`src/rtl/program_loader_pkg.sv`:
```
// Shared types and defaults for the program loader.
package program_loader_pkg;

  typedef enum logic [2:0] {
    ST_WAIT_MAGIC = 3'd0,
    ST_LEN_HI     = 3'd1,
    ST_LEN_LO     = 3'd2,
    ST_DATA_HI    = 3'd3,
    ST_DATA_LO    = 3'd4,
    ST_CHECKSUM   = 3'd5,
    ST_DONE       = 3'd6,
    ST_ERROR      = 3'd7
  } state_t;

  localparam logic [7:0]  DEFAULT_MAGIC   = 8'hA5;
  localparam int unsigned DEFAULT_TIMEOUT = 65535;

  // True for the states in which a frame is in flight and idle time is counted.
  function automatic logic in_frame(input state_t s);
    return (s == ST_LEN_HI) || (s == ST_LEN_LO) || (s == ST_DATA_HI) ||
           (s == ST_DATA_LO) || (s == ST_CHECKSUM);
  endfunction

endpackage

```
`src/rtl/program_loader_idle_timer.sv`:
```
// Loadable idle down-counter; o_expired rises once TIMEOUT_CYCLES enabled
// cycles pass without a reload. TIMEOUT_CYCLES=0 disables it.
module program_loader_idle_timer #(
  parameter int unsigned TIMEOUT_CYCLES = 65535
) (
  input  logic i_clk,
  input  logic i_reset,
  input  logic i_reload,
  input  logic i_enable,
  output logic o_expired
);

  if (TIMEOUT_CYCLES == 0) begin : g_off
    assign o_expired = 1'b0;
  end else begin : g_on
    localparam int unsigned CNT_W = (TIMEOUT_CYCLES < 2) ? 1 : $clog2(TIMEOUT_CYCLES + 1);
    logic [CNT_W-1:0] count;

    // Restart while idle-counting is off or on any accepted byte; otherwise count down.
    always_ff @(posedge i_clk or posedge i_reset) begin
      if (i_reset) begin
        count     <= CNT_W'(TIMEOUT_CYCLES);
        o_expired <= 1'b0;
      end else if (i_reload || !i_enable) begin
        count     <= CNT_W'(TIMEOUT_CYCLES);
        o_expired <= 1'b0;
      end else if (count != '0) begin
        count     <= count - CNT_W'(1);
        o_expired <= (count == CNT_W'(1));
      end
    end
  end

endmodule

```
`src/rtl/program_loader.sv`:
```
// Receives a framed byte stream, writes big-endian 16-bit words to program RAM
// and releases the core only after a load with a good checksum.
module program_loader
  import program_loader_pkg::*;
#(
  parameter int unsigned ADDR_WIDTH     = 8,
  parameter logic [7:0]  MAGIC          = DEFAULT_MAGIC,
  parameter int unsigned TIMEOUT_CYCLES = DEFAULT_TIMEOUT
) (
  input  logic                  i_clk,
  input  logic                  i_reset,
  input  logic                  i_rx_valid,
  input  logic [7:0]            i_rx_data,
  output logic                  o_rx_ready,
  output logic                  o_mem_we,
  output logic [ADDR_WIDTH-1:0] o_mem_addr,
  output logic [15:0]           o_mem_data,
  output logic                  o_core_hold,
  output logic                  o_done,
  output logic                  o_error
);

  localparam int unsigned IDX_W     = ADDR_WIDTH + 1;
  localparam int unsigned MAX_WORDS = 32'(1) << ADDR_WIDTH;

  state_t           state;
  logic [7:0]       len_hi;
  logic [15:0]      len;
  logic [7:0]       sum;
  logic [7:0]       hi;
  logic [IDX_W-1:0] idx;

  logic        accept;
  logic        expired;
  logic [7:0]  sum_next;
  logic [15:0] len_in;
  logic        last_word;

  assign accept    = i_rx_valid & o_rx_ready;
  assign sum_next  = sum + i_rx_data;
  assign len_in    = {len_hi, i_rx_data};
  assign last_word = (16'(idx) + 16'd1) == len;

  program_loader_idle_timer #(
    .TIMEOUT_CYCLES(TIMEOUT_CYCLES)
  ) u_idle_timer (
    .i_clk    (i_clk),
    .i_reset  (i_reset),
    .i_reload (accept),
    .i_enable (in_frame(state)),
    .o_expired(expired)
  );

  // Frame parser, word assembler, checksum and all registered outputs.
  always_ff @(posedge i_clk or posedge i_reset) begin
    if (i_reset) begin
      state       <= ST_WAIT_MAGIC;
      len_hi      <= '0;
      len         <= '0;
      sum         <= '0;
      hi          <= '0;
      idx         <= '0;
      o_rx_ready  <= 1'b0;
      o_mem_we    <= 1'b0;
      o_mem_addr  <= '0;
      o_mem_data  <= '0;
      o_core_hold <= 1'b1;
      o_done      <= 1'b0;
      o_error     <= 1'b0;
    end else begin
      o_mem_we   <= 1'b0;
      o_rx_ready <= 1'b1;
      if (expired && !accept && in_frame(state)) begin
        state       <= ST_ERROR;
        o_error     <= 1'b1;
        o_core_hold <= 1'b1;
      end else if (accept) begin
        case (state)
          ST_WAIT_MAGIC: begin
            if (i_rx_data == MAGIC) begin
              state <= ST_LEN_HI;
              sum   <= '0;
              idx   <= '0;
            end
          end
          ST_LEN_HI: begin
            len_hi <= i_rx_data;
            sum    <= sum_next;
            state  <= ST_LEN_LO;
          end
          ST_LEN_LO: begin
            len <= len_in;
            sum <= sum_next;
            if (32'(len_in) > MAX_WORDS) begin
              state   <= ST_ERROR;
              o_error <= 1'b1;
            end else if (len_in == 16'd0) begin
              state <= ST_CHECKSUM;
            end else begin
              state <= ST_DATA_HI;
            end
          end
          ST_DATA_HI: begin
            hi    <= i_rx_data;
            sum   <= sum_next;
            state <= ST_DATA_LO;
          end
          ST_DATA_LO: begin
            // Single-port RAM: stall the source during the write cycle.
            sum        <= sum_next;
            o_mem_data <= {hi, i_rx_data};
            o_mem_addr <= idx[ADDR_WIDTH-1:0];
            o_mem_we   <= 1'b1;
            o_rx_ready <= 1'b0;
            idx        <= idx + IDX_W'(1);
            state      <= last_word ? ST_CHECKSUM : ST_DATA_HI;
          end
          ST_CHECKSUM: begin
            if (sum_next == 8'h00) begin
              state       <= ST_DONE;
              o_done      <= 1'b1;
              o_core_hold <= 1'b0;
            end else begin
              state   <= ST_ERROR;
              o_error <= 1'b1;
            end
          end
          ST_DONE, ST_ERROR: begin
            if (i_rx_data == MAGIC) begin
              state       <= ST_LEN_HI;
              o_done      <= 1'b0;
              o_error     <= 1'b0;
              o_core_hold <= 1'b1;
              sum         <= '0;
              idx         <= '0;
            end
          end
          default: state <= ST_WAIT_MAGIC;
        endcase
      end
    end
  end

endmodule

```
`config.mk`:
```
export PLATFORM = sky130hd
export DESIGN_NAME = program_loader
export DESIGN_NICKNAME = d
export VERILOG_FILES = /design/src/rtl/program_loader_pkg.sv /design/src/rtl/program_loader_idle_timer.sv /design/src/rtl/program_loader.sv
export SDC_FILE = /design/constraint.sdc
export NUM_CORES = 1
export LEC_CHECK = 0
export ABC_AREA = 1
export BUFFER_PORTS_ARGS = -buffer_cell sky130_fd_sc_hd__buf_2
export CORE_AREA = 3 3 120 76
export DETAILED_ROUTE_END_ITERATION = 10
export DIE_AREA = 0 0 123 79
export PLACE_DENSITY = 0.86
export SYNTH_ARGS = -nofsm -noshare
export SYNTH_HDL_FRONTEND = slang
export SYNTH_SLANG_ARGS = --single-unit
```
`constraint.sdc`:
```
create_clock -name i_clk -period 8.9 [get_ports i_clk]
set_clock_uncertainty 0.15 [all_clocks]
set_input_delay 0.445 -clock i_clk [delete_from_list [all_inputs] [get_ports i_clk]]
set_output_delay 0.445 -clock i_clk [all_outputs]
set_load 0.005 [all_outputs]
```
# After elaboration in Yosys (flattened, before gate mapping)
# Index checks and enable logic that the tools add are counted.
# totals
register_bits	98
in_bits	11
out_inout_bits	29
elab_cells	108
# classes
add_sub_neg	4
n_lt_le_gt_ge	1
n_eq_ne	18
n_mux	35
n_bitwise	2
reduce_logical	33
# ops
cell	n
$mux W16	2
$mux W1	19
$mux W3	6
$pmux W3 S6	1
$pmux W9 S2	1
$eq A10 B16 Y1	1
$eq A16 B1 Y1 const B	1
$gt A16 B9 Y1 const B	1
$logic_not A16 Y1	1
$pmux W8 S2	1
$reduce_bool A16 Y1	1
$sub A16 B1 Y16 const B	1
$eq A3 B3 Y1 const B	4
$reduce_and A3 Y1	4
$reduce_and A4 Y1	3
$add A9 B1 Y10 const B	1
$reduce_and A5 Y1	2
$reduce_bool A2 Y1	5
$add A9 B1 Y9 const B	1
$mux W9	1
$ne A3 B1 Y1 const B	3
$add A8 B8 Y8	1
$eq A8 B8 Y1 const B	1
$logic_not A8 Y1	1
20 further kinds	30

# Depth between registers and ports, before layout
# Gate-level depths: netlist (run 1).
# depth
depth_word	8
mapped_depth	16
mapped_depth_nobuf	16

# Modules after synthesis
# From an unflattened synthesis (run 1), not the netlist that was laid out.
# hier_totals
cells_unflattened	682
area_unflattened_um2	5261.3
# modules_own_cells
mod	instances	cells_per_inst	area_per_inst_um2
program_loader	1	536	4137.7
program_loader_idle_timer	1	146	1123.6

# Worst setup path after synthesis (run 1)
# No wires, ideal clock.
# synth_timing
path_kind	input to register
from	in i_rx_data[0]
to	reg o_error
arrival_ns	1.833
slack_ns	6.800
cell_stages	15
path_buffers	0
cell_sequence	ha_1 -> inv_1 -> fa_1 -> inv_1 -> nand3_1 -> nand2_1 -> nand2_1 -> nand2_1 -> inv_1 -> nor2_1 -> nand2_1 -> nor2_2 -> nand2_1 -> nand3_1 -> nand2_1
# synth_between
elab_chain_len	4
# synth_lines
element	line_no	rtl
start: declaration	program_loader.sv:13	input logic [7:0] i_rx_data,
$add A8 B8 Y8	program_loader.sv:40	assign sum_next = sum + i_rx_data;
$logic_not A8 Y1	program_loader.sv:119	if (sum_next == 8'h00) begin
$ne A3 B3 Y1 (no line)	--	
$reduce_and A5 Y1 (no line) (*)	--	
end signal: assignment	program_loader.sv:69	o_error <= 1'b0;
end signal: assignment	program_loader.sv:125	o_error <= 1'b1;
end signal: assignment	program_loader.sv:132	o_error <= 1'b0;
end: declaration	program_loader.sv:20	output logic o_error
# Every way passes the cells marked *; elsewhere a longest branch is shown, timed or not.
# A chain may end at the register's enable or synchronous reset.

# Worst setup path in the final report (run 1)
# layout_timing
from	reg state[0]
to	reg o_core_hold
# layout_between
elab_chain_len	8
# layout_lines
element	line_no	rtl
start: declaration	program_loader.sv:26	state_t state;
start signal: assignment	program_loader.sv:116	state <= last_word ? ST_CHECKSUM : ST_DATA_HI;
$eq A3 B1 Y1 or $eq A3 B2 Y1 (tied branches)	program_loader_pkg.sv:20	return (s == ST_LEN_HI) || (s == ST_LEN_LO) || (s == ST_DATA_HI) ||
$logic_or A1 B1 Y1 (3 in series)	program_loader_pkg.sv:20	
$logic_or A1 B1 Y1	program_loader_pkg.sv:21	(s == ST_DATA_LO) || (s == ST_CHECKSUM);
$logic_and A1 B1 Y1	program_loader.sv:73	if (expired && !accept && in_frame(state)) begin
$ne A3 B3 Y1 (no line) (tied with other cells)	--	
$reduce_and A4 Y1 (no line)	--	
end signal: assignment	program_loader.sv:67	o_core_hold <= 1'b1;
end signal: assignment	program_loader.sv:76	o_core_hold <= 1'b1;
end signal: assignment	program_loader.sv:122	o_core_hold <= 1'b0;
end: declaration	program_loader.sv:18	output logic o_core_hold,
# Several ways; a longest one is shown, not always the timed one. The select of a mux whose other input is x is not followed.

==> results of run 1 <==
-- synth_stat cells, drive strengths merged (5+ instances only) --
library cell	number	area, µm²
nand3	45	238
nand3b	7	52.6
inv	81	304
nor3	5	30.0
nor2	57	289
nand4	13	87.6
o21ai	80	400
dfrtp	81	2030
buf	7	35.0
dfstp	17	447
clkbuf	6	22.5
ha	10	125
a21oi	16	91.3
nand2	200	783
-- final timing paths --
path                       slack [ns]                                      to                       start  cells after the start
hold / removal                   0.02  u_idle_timer.g_on.count[4]$_DFFE_PP1P_                     i_reset                      2
max in group asynchronous        7.47                     len[10]$_DFFE_PP0P_                     i_reset                      3
setup / recovery                 6.52                 o_core_hold$_DFFE_PP1P_        state[0]$_DFFE_PP0P_                     10
min in group i_clk               0.31                       hi[1]$_DFFE_PP0P_                i_rx_data[1]                      3
setup reg to reg                 6.52                 o_core_hold$_DFFE_PP1P_        state[0]$_DFFE_PP0P_                     10
hold reg to reg                  0.32              o_mem_data[10]$_DFFE_PP0P_  o_mem_data[10]$_DFFE_PP0P_                      2
-- power by group --
part	switching, µW	internal [µW]
clock	186	226
sequential	132	619
combinational	459	256
total	777	1100
-- flip-flops by register name, indices dropped and copies added, names as in the netlist --
name	count
hi	8
u_idle_timer.o_expired	1
o_mem_data	16
o_mem_we	1
u_idle_timer.g_on.count	16
o_error	1
idx	9
state	3
o_core_hold	1
sum	8
o_mem_addr	8
o_done	1
len	16
len_hi	8
o_rx_ready	1
-- routing by layer --
metal | up-vias | wire length (µm) | share of wire, %
met5 | - | 0 | 0
met4 | 0 | 233 | 1.8
met3 | 34 | 1400 | 11
met2 | 241 | 5470 | 43
met1 | 2145 | 5630 | 44
li1 | 2212 | - | -
-- layout make-up --
cell class | count | area, µm²
fillers | 597 | 2160
multi-input cells | 459 | 2310
clock buffers | 9 | 225
flip-flops and latches | 98 | 2470
repair buffers | 40 | 203
clock inverters | 7 | 92.6
inverters | 83 | 315
well taps | 108 | 135
-- kinds of logic after synthesis --
kind of cell             count (synthesis)  synth area share [%]
AND/OR/NAND/NOR                        332                  29.4
flip-flops                              98                  48.0
multiplexers                             2                 0.437
XOR/XNOR                                 4                 0.679
adder cells (fa/ha/maj)                 11                  2.81
AO/OA/AOI/OAI                          110                  11.5
buffers and inverters                   96                  7.20
-- stage by stage --
stage / hold slack [ns] / cell area, µm² / cells / util [%] / total power [µW]
after detailed placement: 0.305 / 5440 / 788 / 68.7 / 1440
after global placement: 0.298 / 5440 / 788 / 68.7 / 1400
after global routing: 0.0334 / 5760 / 804 / 72.8 / 2010
final: 0.0171 / 5760 / 804 / 72.8 / 1880
after CTS: 0.0228 / 5760 / 804 / 72.8 / 1860
after floorplan: 0.299 / 5160 / 653 / - / 1230
==> flow_summary.toml, run 1 <==
[route]
drt_iter0_markers = 582
vias = 4632
drc = 0
wire_per_inst_um = 15.8
ant_nets = 0
viasPerCell = 5.76
finalWirelength_um = 12700
drt_first_pass_iters = 6

[clock_tree]
clk_root_buffer_cell = "clkbuf_16"
post_cts_resized = 0
postCtsHoldBufs = 0
cts.clk_slew.worst_paths_ns = 0.07
clock_path_buffers = 2
cts_max_level = 3
insertion_delay_ns = 0.35
cts_tree = "built"
post_cts_buffers = 0
cts_buffers = 9
cts.sinks = 98

[floorplanning]
fp.dieH_um = 79
die-area_um2 = 9720
die_w_um = 123
core-area_um2 = 7910
pin_count = 40
placementRows = 25
start_util_pct = 65.2

[timing]
slew_headroom_pct = 26.7
hold_viol = 0
setup_viol = 0
layout_min_cycle_time_ns = 2.38
fin_ws_ns = 6.52
fin_crit_sh_pct = 26.7
drv_slew = 0
tns_ns = 0
tightest_slew_ns = 1.10
rsz0062_at_grt = "no"
max_freq_ghz = 0.420

[worst_setup_path]
crit_type = "flop to flop"
crit_chain = "inv_2, nor2_1, inv_2, nor2_1, inv_1, nor2_1, nand2_1, nand3_1, nand2_1, nand2_1"
worstPathMaxFanout = 11
cp_slowest_stage_delay_ns = 0.62
crit_buf_inv = 3
critPathCaptureType = "flop"
start_kind = "flop"
critical-path-top-delay-family = "simple AND/OR/NAND/NOR gates"
crit_arrival_ns = 2.53
cp_slowest_cell = "nor2_1"
required_ns = 9.04

[finish]
layout_commonest_cell = "nand2_1"
syn_to_final_growth_pct = 11.6
final_nets = 713
layout-drive-gt1-share_pct = 17.0
diodes = 0
final_cell_mix = "nand2_1, dfrtp_1, inv_1"

[grt]
grt_first_pass_wirelength_um = 21100
use_met2_pct = 42.5
grt_overflow = 0
grt_max_degree = 90
gr-usage-all-layers_pct = 28.2
use_met3_pct = 8.26
busiest_layer = "met2"
antenna_found_initial = 0
grt_util_met1_pct = 40.3
grt_pass1_vias = 4319

[yosys]
async_flop_share_pct = 100
synth_seq_cells = 98
syn_area_um2 = 5160
synth_area_per_cell_um2 = 7.90
yosys_warnings = 0
yosysUniqueCellTypes = 42
yosysSeqAreaShare_pct = 48.0
synth_enable_flop_cells = 0
ys.flop_type = "dfrtp_1"
syn-num-nets = 675
synthCells = 653

[power]
p_leak_uw = 0.00285
ir_drop_mv = 0.160
power.density_nw_per_um2 = 326

[place]
gp_congestion = 0.906
place_hpwl_um = 8990
io_buffers = 39
pre_cts_slack_ns = 6.51

[min_path]
hold_path_class = "input port to asynchronous set/reset pin"

[run_status]
status = "finished clean"

[run]
max_cap_violations = 0
Note: power is estimated with default switching activity, not from simulation.
==> run 2: changes to the inputs <==
Settings changed: CORE_AREA 3 3 120 76 to 3 3 131 82, DIE_AREA 0 0 123 79 to 0 0 134 85, PLACE_DENSITY 0.86 to 0.78.
Clock period 8.9 ns to 2 ns, I/O delays scaled along.
==> run 2 against run 1 <==
Net effect: the run now ends with setup timing left; via count fell by 0.19%; register-to-register slack got worse by 6.6 ns; clock-buffer cell count rose by 1; utilization fell by 9.6 points; routed wire length fell by 2.6%; clock power rose to 4.6 times the previous value; die area rose by 17%; largest power group is now combinational logic; first-iteration DRC count fell by 30%; global-route usage fell by 5.1 points; setup slack got worse by 6.6 ns; cell count rose by 6.5%; critical path type unchanged; hold slack improved by 0.041 ns.
==> flow_summary.toml, run 2 (same netlist as run 1, synthesis figures left out) <==
[clock_tree]
cts.sinks = 98
cts_tree = "built"
insertion_delay_ns = 0.35
cts_buffers = 9
cts_max_level = 3
clk_root_buffer_cell = "clkbuf_16"
cts.clk_slew.worst_paths_ns = 0.07
clock_path_buffers = 2

[route]
drt_iter0_markers = 406
finalWirelength_um = 12400
ant_nets = 0
drt_first_pass_iters = 5
wire_per_inst_um = 14.5
vias = 4623
drc = 0
viasPerCell = 5.40

[timing]
drv_slew = 0
fin_crit_sh_pct = 103
slew_headroom_pct = 66.0
rsz0062_at_grt = "yes"
layout_min_cycle_time_ns = 2.06
setup_viol = 4
tightest_slew_ns = 0.509
hold_viol = 0
max_freq_ghz = 0.484
fin_ws_ns = -0.0646

[power]
p_comb_share_pct = 40.3
switching_share_pct = 39.7
p_int_uw = 5260
seqPwrFrac_pct = 38.0
power.density_nw_per_um2 = 1420
power_switching_uw = 3460
total_power_uw = 8720
pwr-share-clk_pct = 21.7
p_leak_uw = 0.00299
ir_drop_mv = 0.699

[worst_setup_path]
critical-path-top-delay-family = "adder cells"
crit_arrival_ns = 2.15
critPathCaptureType = "flop"
crit_buf_inv = 1
start_kind = "flop"
cp_slowest_stage_delay_ns = 0.53
worstPathMaxFanout = 2
r2r_setup_slack_ns = -0.06
required_ns = 2.09
crit_type = "flop to flop"
crit_chain = "ha_2, inv_2, fa_2, nand2_2, nor2_4, nand2_2, nor2_4, nand2_2, nor2_2, nand2_1, nand3_1, nand2_1"
cp_slowest_cell = "fa_2"
cpMostUsedCell = "nand2_2"

[run]
max_cap_violations = 0

[grt]
gr-usage-all-layers_pct = 23.1
grt_first_pass_wirelength_um = 21000
grt_pass1_vias = 4205
grt_max_degree = 99
grt_overflow = 0
antenna_found_initial = 0

[floorplanning]
die_w_um = 134
fp.dieH_um = 85
die-area_um2 = 11400
placementRows = 28
pin_count = 40
core-area_um2 = 9700
start_util_pct = 53.2

[place]
place_hpwl_um = 8840
place_area_um2 = 5640
io_buffers = 39
gp_congestion = 0.957

[finish]
final_nets = 738
diodes = 0
fillers = 839
syn_to_final_growth_pct = 18.8
layout-drive-gt1-share_pct = 22.7
reg_top3 = "len x16, o_mem_data x16, u_idle_timer.g_on.count x16"
layout_commonest_cell = "nand2_1"
final_cell_mix = "nand2_1, dfrtp_1, inv_1"
final_area_um2 = 6130

[min_path]
hold_path_class = "input port to flop"

[run_status]
status = "finished, violations left"
violations = "setup timing"
==> run 2: changes by cell type in the layout (fill, tap and decap cells not counted), moves of 3 or more <==
cell and delta:
buf_4 +19, nand2_1 -9, nand2_2 +8, inv_2 +3
nor2_2 +3, ha_1 -4, dlygate4sd3_1 +3, inv_1 -4
nor2_1 -5, buf_12 +3
==> run 2: what timing repair did <==
| action | CTS | global route |
|---|---|---|
| hold endpoints to repair | 86 | 1 |
| resized for setup | 5 | 26 |
| buffers inserted | 1 | 3 |
| pin swaps | 2 | 11 |
| hold buffers | 2 | 1 |
| setup endpoints to repair | 4 | 9 |
==> run 2: final timing paths <==
path,start,end,cells past startpoint
min in group asynchronous,i_reset,len_hi[6]$_DFFE_PP0P_,4
worst min-delay path,i_rx_data[4],o_mem_data[4]$_DFFE_PP0P_,4
worst max register to register,sum[0]$_DFFE_PP0P_,o_error$_DFFE_PP0P_,12
worst min register to register,o_mem_data[8]$_DFFE_PP0P_,o_mem_data[8]$_DFFE_PP0P_,2
max in group asynchronous,i_reset,u_idle_timer.g_on.count[6]$_DFFE_PP1P_,4
worst max-delay path,sum[0]$_DFFE_PP0P_,o_error$_DFFE_PP0P_,12
==> run 2: cell type report <==
class | instances | area (µm²) | area share, %
clock buffer | 10 | 229 | 3.74
clock inverter | 6 | 96.3 | 1.57
inverter | 83 | 320 | 5.23
multi-input combinational | 459 | 2400 | 39.2
sequential | 98 | 2470 | 40.4
tap | 135 | 169 | 2.76
timing repair buffer | 65 | 435 | 7.10
==> run 2: tightest hold or removal path, cell delays in order <==
cell and delay [ns]:
buf_2 0.13, inv_2 0.06, buf_4 0.15, o21ai_1 0.07
==> run 2: routing by layer <==
| metal | vias to the layer above | global-route usage (%) | wire length [µm] |
|---|---|---|---|
| met5 | - | 0 | 0 |
| met4 | 0 | 4.30 | 164 |
| met3 | 22 | 6.64 | 1070 |
| met2 | 203 | 33.5 | 5110 |
| met1 | 2152 | 34.8 | 6060 |
| li1 | 2246 | - | - |
==> run 2: power by group through the flow <==
stage,logic [µW],registers (µW),clock network [µW]
2_1_floorplan,2280,3200,0
3_3_place_gp,3110,3260,0
3_5_place_dp,3230,3310,0
4_1_cts,3280,3290,1920
5_1_grt,4000,3410,2010
6_report,3510,3320,1890
==> run 2: metrics by stage <==
step,hold WS (ns),cells,util (%),setup TNS (ns),setup slack (ns)
after floorplan,0.111,653,-,0,0.0164
after global placement,0.135,833,58.1,-0.0993,-0.0547
after detailed placement,0.138,833,58.1,-0.415,-0.147
after CTS,-0.0602,852,61.8,-0.178,-0.0881
after global routing,0.0405,856,63.2,-0.778,-0.212
final,0.0579,856,63.2,-0.162,-0.0646
==> run 3: changes to the inputs <==
Settings changed: SETUP_SLACK_MARGIN from default to 0.1.
==> run 3 against run 2 <==
Net effect: the flow finishes with violations (hold timing, setup timing); sequential share of layout area is 0.33 points higher; global-route usage fell by 0.31 points; register-to-register slack worse by 0.09 ns; routed wire length grew 2.6%; non-clock buffer count down 3.
==> flow_summary.toml, run 3 (same netlist as run 1, synthesis figures left out) <==
[route]
finalWirelength_um = 12700
wire_per_inst_um = 14.9
viasPerCell = 5.44
drc = 0
drt_first_pass_iters = 5
vias = 4639
drt_iter0_markers = 413
ant_nets = 0

[worst_setup_path]
worstPathMaxFanout = 3
crit_type = "flop to flop"
critPathCaptureType = "flop"
r2r_setup_slack_ns = -0.16
start_kind = "flop"
timing.rr.start = "sum[0]$_DFFE_PP0P_"
required_ns = 2.09
ff2ff_path_depth = 15
crit_arrival_ns = 2.24
rr_endpoint = "o_error$_DFFE_PP0P_"

[power]
p_leak_uw = 0.00297
ir_drop_mv = 0.731
power.density_nw_per_um2 = 1430

[min_path]
hold_start = "i_rx_data[1]"
hold_path_class = "input port to flop"
worst_hold_path.endpoint = "len_hi[1]$_DFFE_PP0P_"
whs_path_depth = 3

[timing]
max_freq_ghz = 0.464
fin_crit_sh_pct = 108
slew_headroom_pct = 65.5
tightest_slew_ns = 0.516
layout_min_cycle_time_ns = 2.16
setup_viol = 5
hold_ws_ns = -0.0124
hold_viol = 2
fin_ws_ns = -0.157
rsz0062_at_grt = "yes"
drv_slew = 0

[finish]
fillers = 793
reg_top3 = "len x16, o_mem_data x16, u_idle_timer.g_on.count x16"
final_core_util_pct = 62.7
diodes = 0
layout_commonest_cell = "nand2_1"
final_cell_mix = "nand2_1, dfrtp_1, inv_1"
syn_to_final_growth_pct = 17.9
layout-drive-gt1-share_pct = 22.4
final_nets = 735

[run]
max_cap_violations = 0

[clock_tree]
cts.sinks = 98
clock_path_buffers = 2
clk_root_buffer_cell = "clkbuf_16"
cts_tree = "built"
insertion_delay_ns = 0.35
cts_max_level = 3
cts.clk_slew.worst_paths_ns = 0.07
cts_buffers = 9

[floorplanning]
core-area_um2 = 9700
die-area_um2 = 11400
pin_count = 40
start_util_pct = 53.2
fp.dieH_um = 85
die_w_um = 134
placementRows = 28

[place]
gp_congestion = 0.983
place_hpwl_um = 8990
io_buffers = 39

[run_status]
status = "finished, violations left"
violations = "hold timing, setup timing"

[grt]
grt_overflow = 0
grt_first_pass_wirelength_um = 20700
gr-usage-all-layers_pct = 22.8
antenna_found_initial = 0
grt_pass1_vias = 4155
grt_max_degree = 90
[run 3: changes by cell type in the layout (fill, tap and decap cells not counted), sizes merged]
| cell | previous run | this run |
|---|---|---|
| dlygate4sd3 | 3 | 1 |
| buf | 62 | 61 |
| clkinv | 2 | 3 |
| inv | 83 | 82 |
[run 3: power breakdown]
part / total [µW] / internal, µW / switching [µW]
combinational: 3510 / 1360 / 2150
sequential: 3320 / 2760 / 562
clock: 1880 / 1110 / 768
total: 8710 / 5230 / 3480
[run 3: metrics by stage]
| stage | area [µm²] | instances | worst slack (ns) | TNS, ns | power, µW |
|---|---|---|---|---|---|
| floorplan | 5170 | 653 | 0.0642 | 0 | 5490 |
| global placement | 5600 | 827 | -0.0180 | -0.0180 | 6330 |
| detailed placement | 5600 | 827 | -0.0915 | -0.212 | 6490 |
| CTS | 5990 | 849 | -0.0715 | -0.141 | 8530 |
| global route | 6080 | 853 | -0.277 | -1.18 | 9370 |
| finish | 6080 | 853 | -0.157 | -0.654 | 8710 |
[run 3: layer usage]
| metal | up-vias | wire length, µm | track usage [%] |
|---|---|---|---|
| met5 | - | 0 | 0 |
| met4 | 0 | 186 | 6.82 |
| met3 | 17 | 1050 | 5.21 |
| met2 | 197 | 5400 | 33.2 |
| met1 | 2186 | 6090 | 34.1 |
| li1 | 2239 | - | - |
[run 3: layout make-up]
| class | count | area, µm² | share of cell area, % |
|---|---|---|---|
| clock inverter | 6 | 96.3 | 1.58 |
| tap | 135 | 169 | 2.78 |
| sequential | 98 | 2470 | 40.7 |
| inverter | 83 | 320 | 5.27 |
| clock buffer | 10 | 229 | 3.76 |
| timing repair buffer | 62 | 395 | 6.50 |
| multi-input combinational | 459 | 2400 | 39.4 |
[run 3: worst max path at each step]
stage | from | endpoint | slack, ns | cells past startpoint
final | sum[0]$_DFFE_PP0P_ | o_error$_DFFE_PP0P_ | -0.16 | 15
after global routing | sum[0]$_DFFE_PP0P_ | o_done$_DFFE_PP0P_ | -0.28 | 15
after CTS | sum[0]$_DFFE_PP0P_ | o_error$_DFFE_PP0P_ | -0.07 | 15
after detailed placement | sum[0]$_DFFE_PP0P_ | o_error$_DFFE_PP0P_ | -0.09 | 15
after global placement | sum[0]$_DFFE_PP0P_ | o_error$_DFFE_PP0P_ | -0.02 | 12
after floorplan | sum[0]$_DFFE_PP0P_ | o_error$_DFFE_PP0P_ | 0.06 | 12
[run 3: what timing repair did]
item | CTS | global route
gates resized for setup | 8 | 16
buffers inserted | 5 | 4
hold endpoints to repair | 84 | 0
hold buffers | 1 | 0
setup endpoints to repair | 7 | 26
pin swaps | 3 | 17
[run 3: worst max-delay path, cell delays in order, from the launching register on]
cell,delay [ns]
dfrtp_1,0.36
ha_2,0.19
inv_2,0.04
fa_2,0.37
inv_2,0.09
nand3_2,0.08
nand2_2,0.08
nand2_2,0.07
nand2_4,0.10
inv_2,0.03
nor2_1,0.08
nand2_1,0.07
nor2_2,0.13
nand2_1,0.08
nand3_1,0.07
nand2_1,0.05
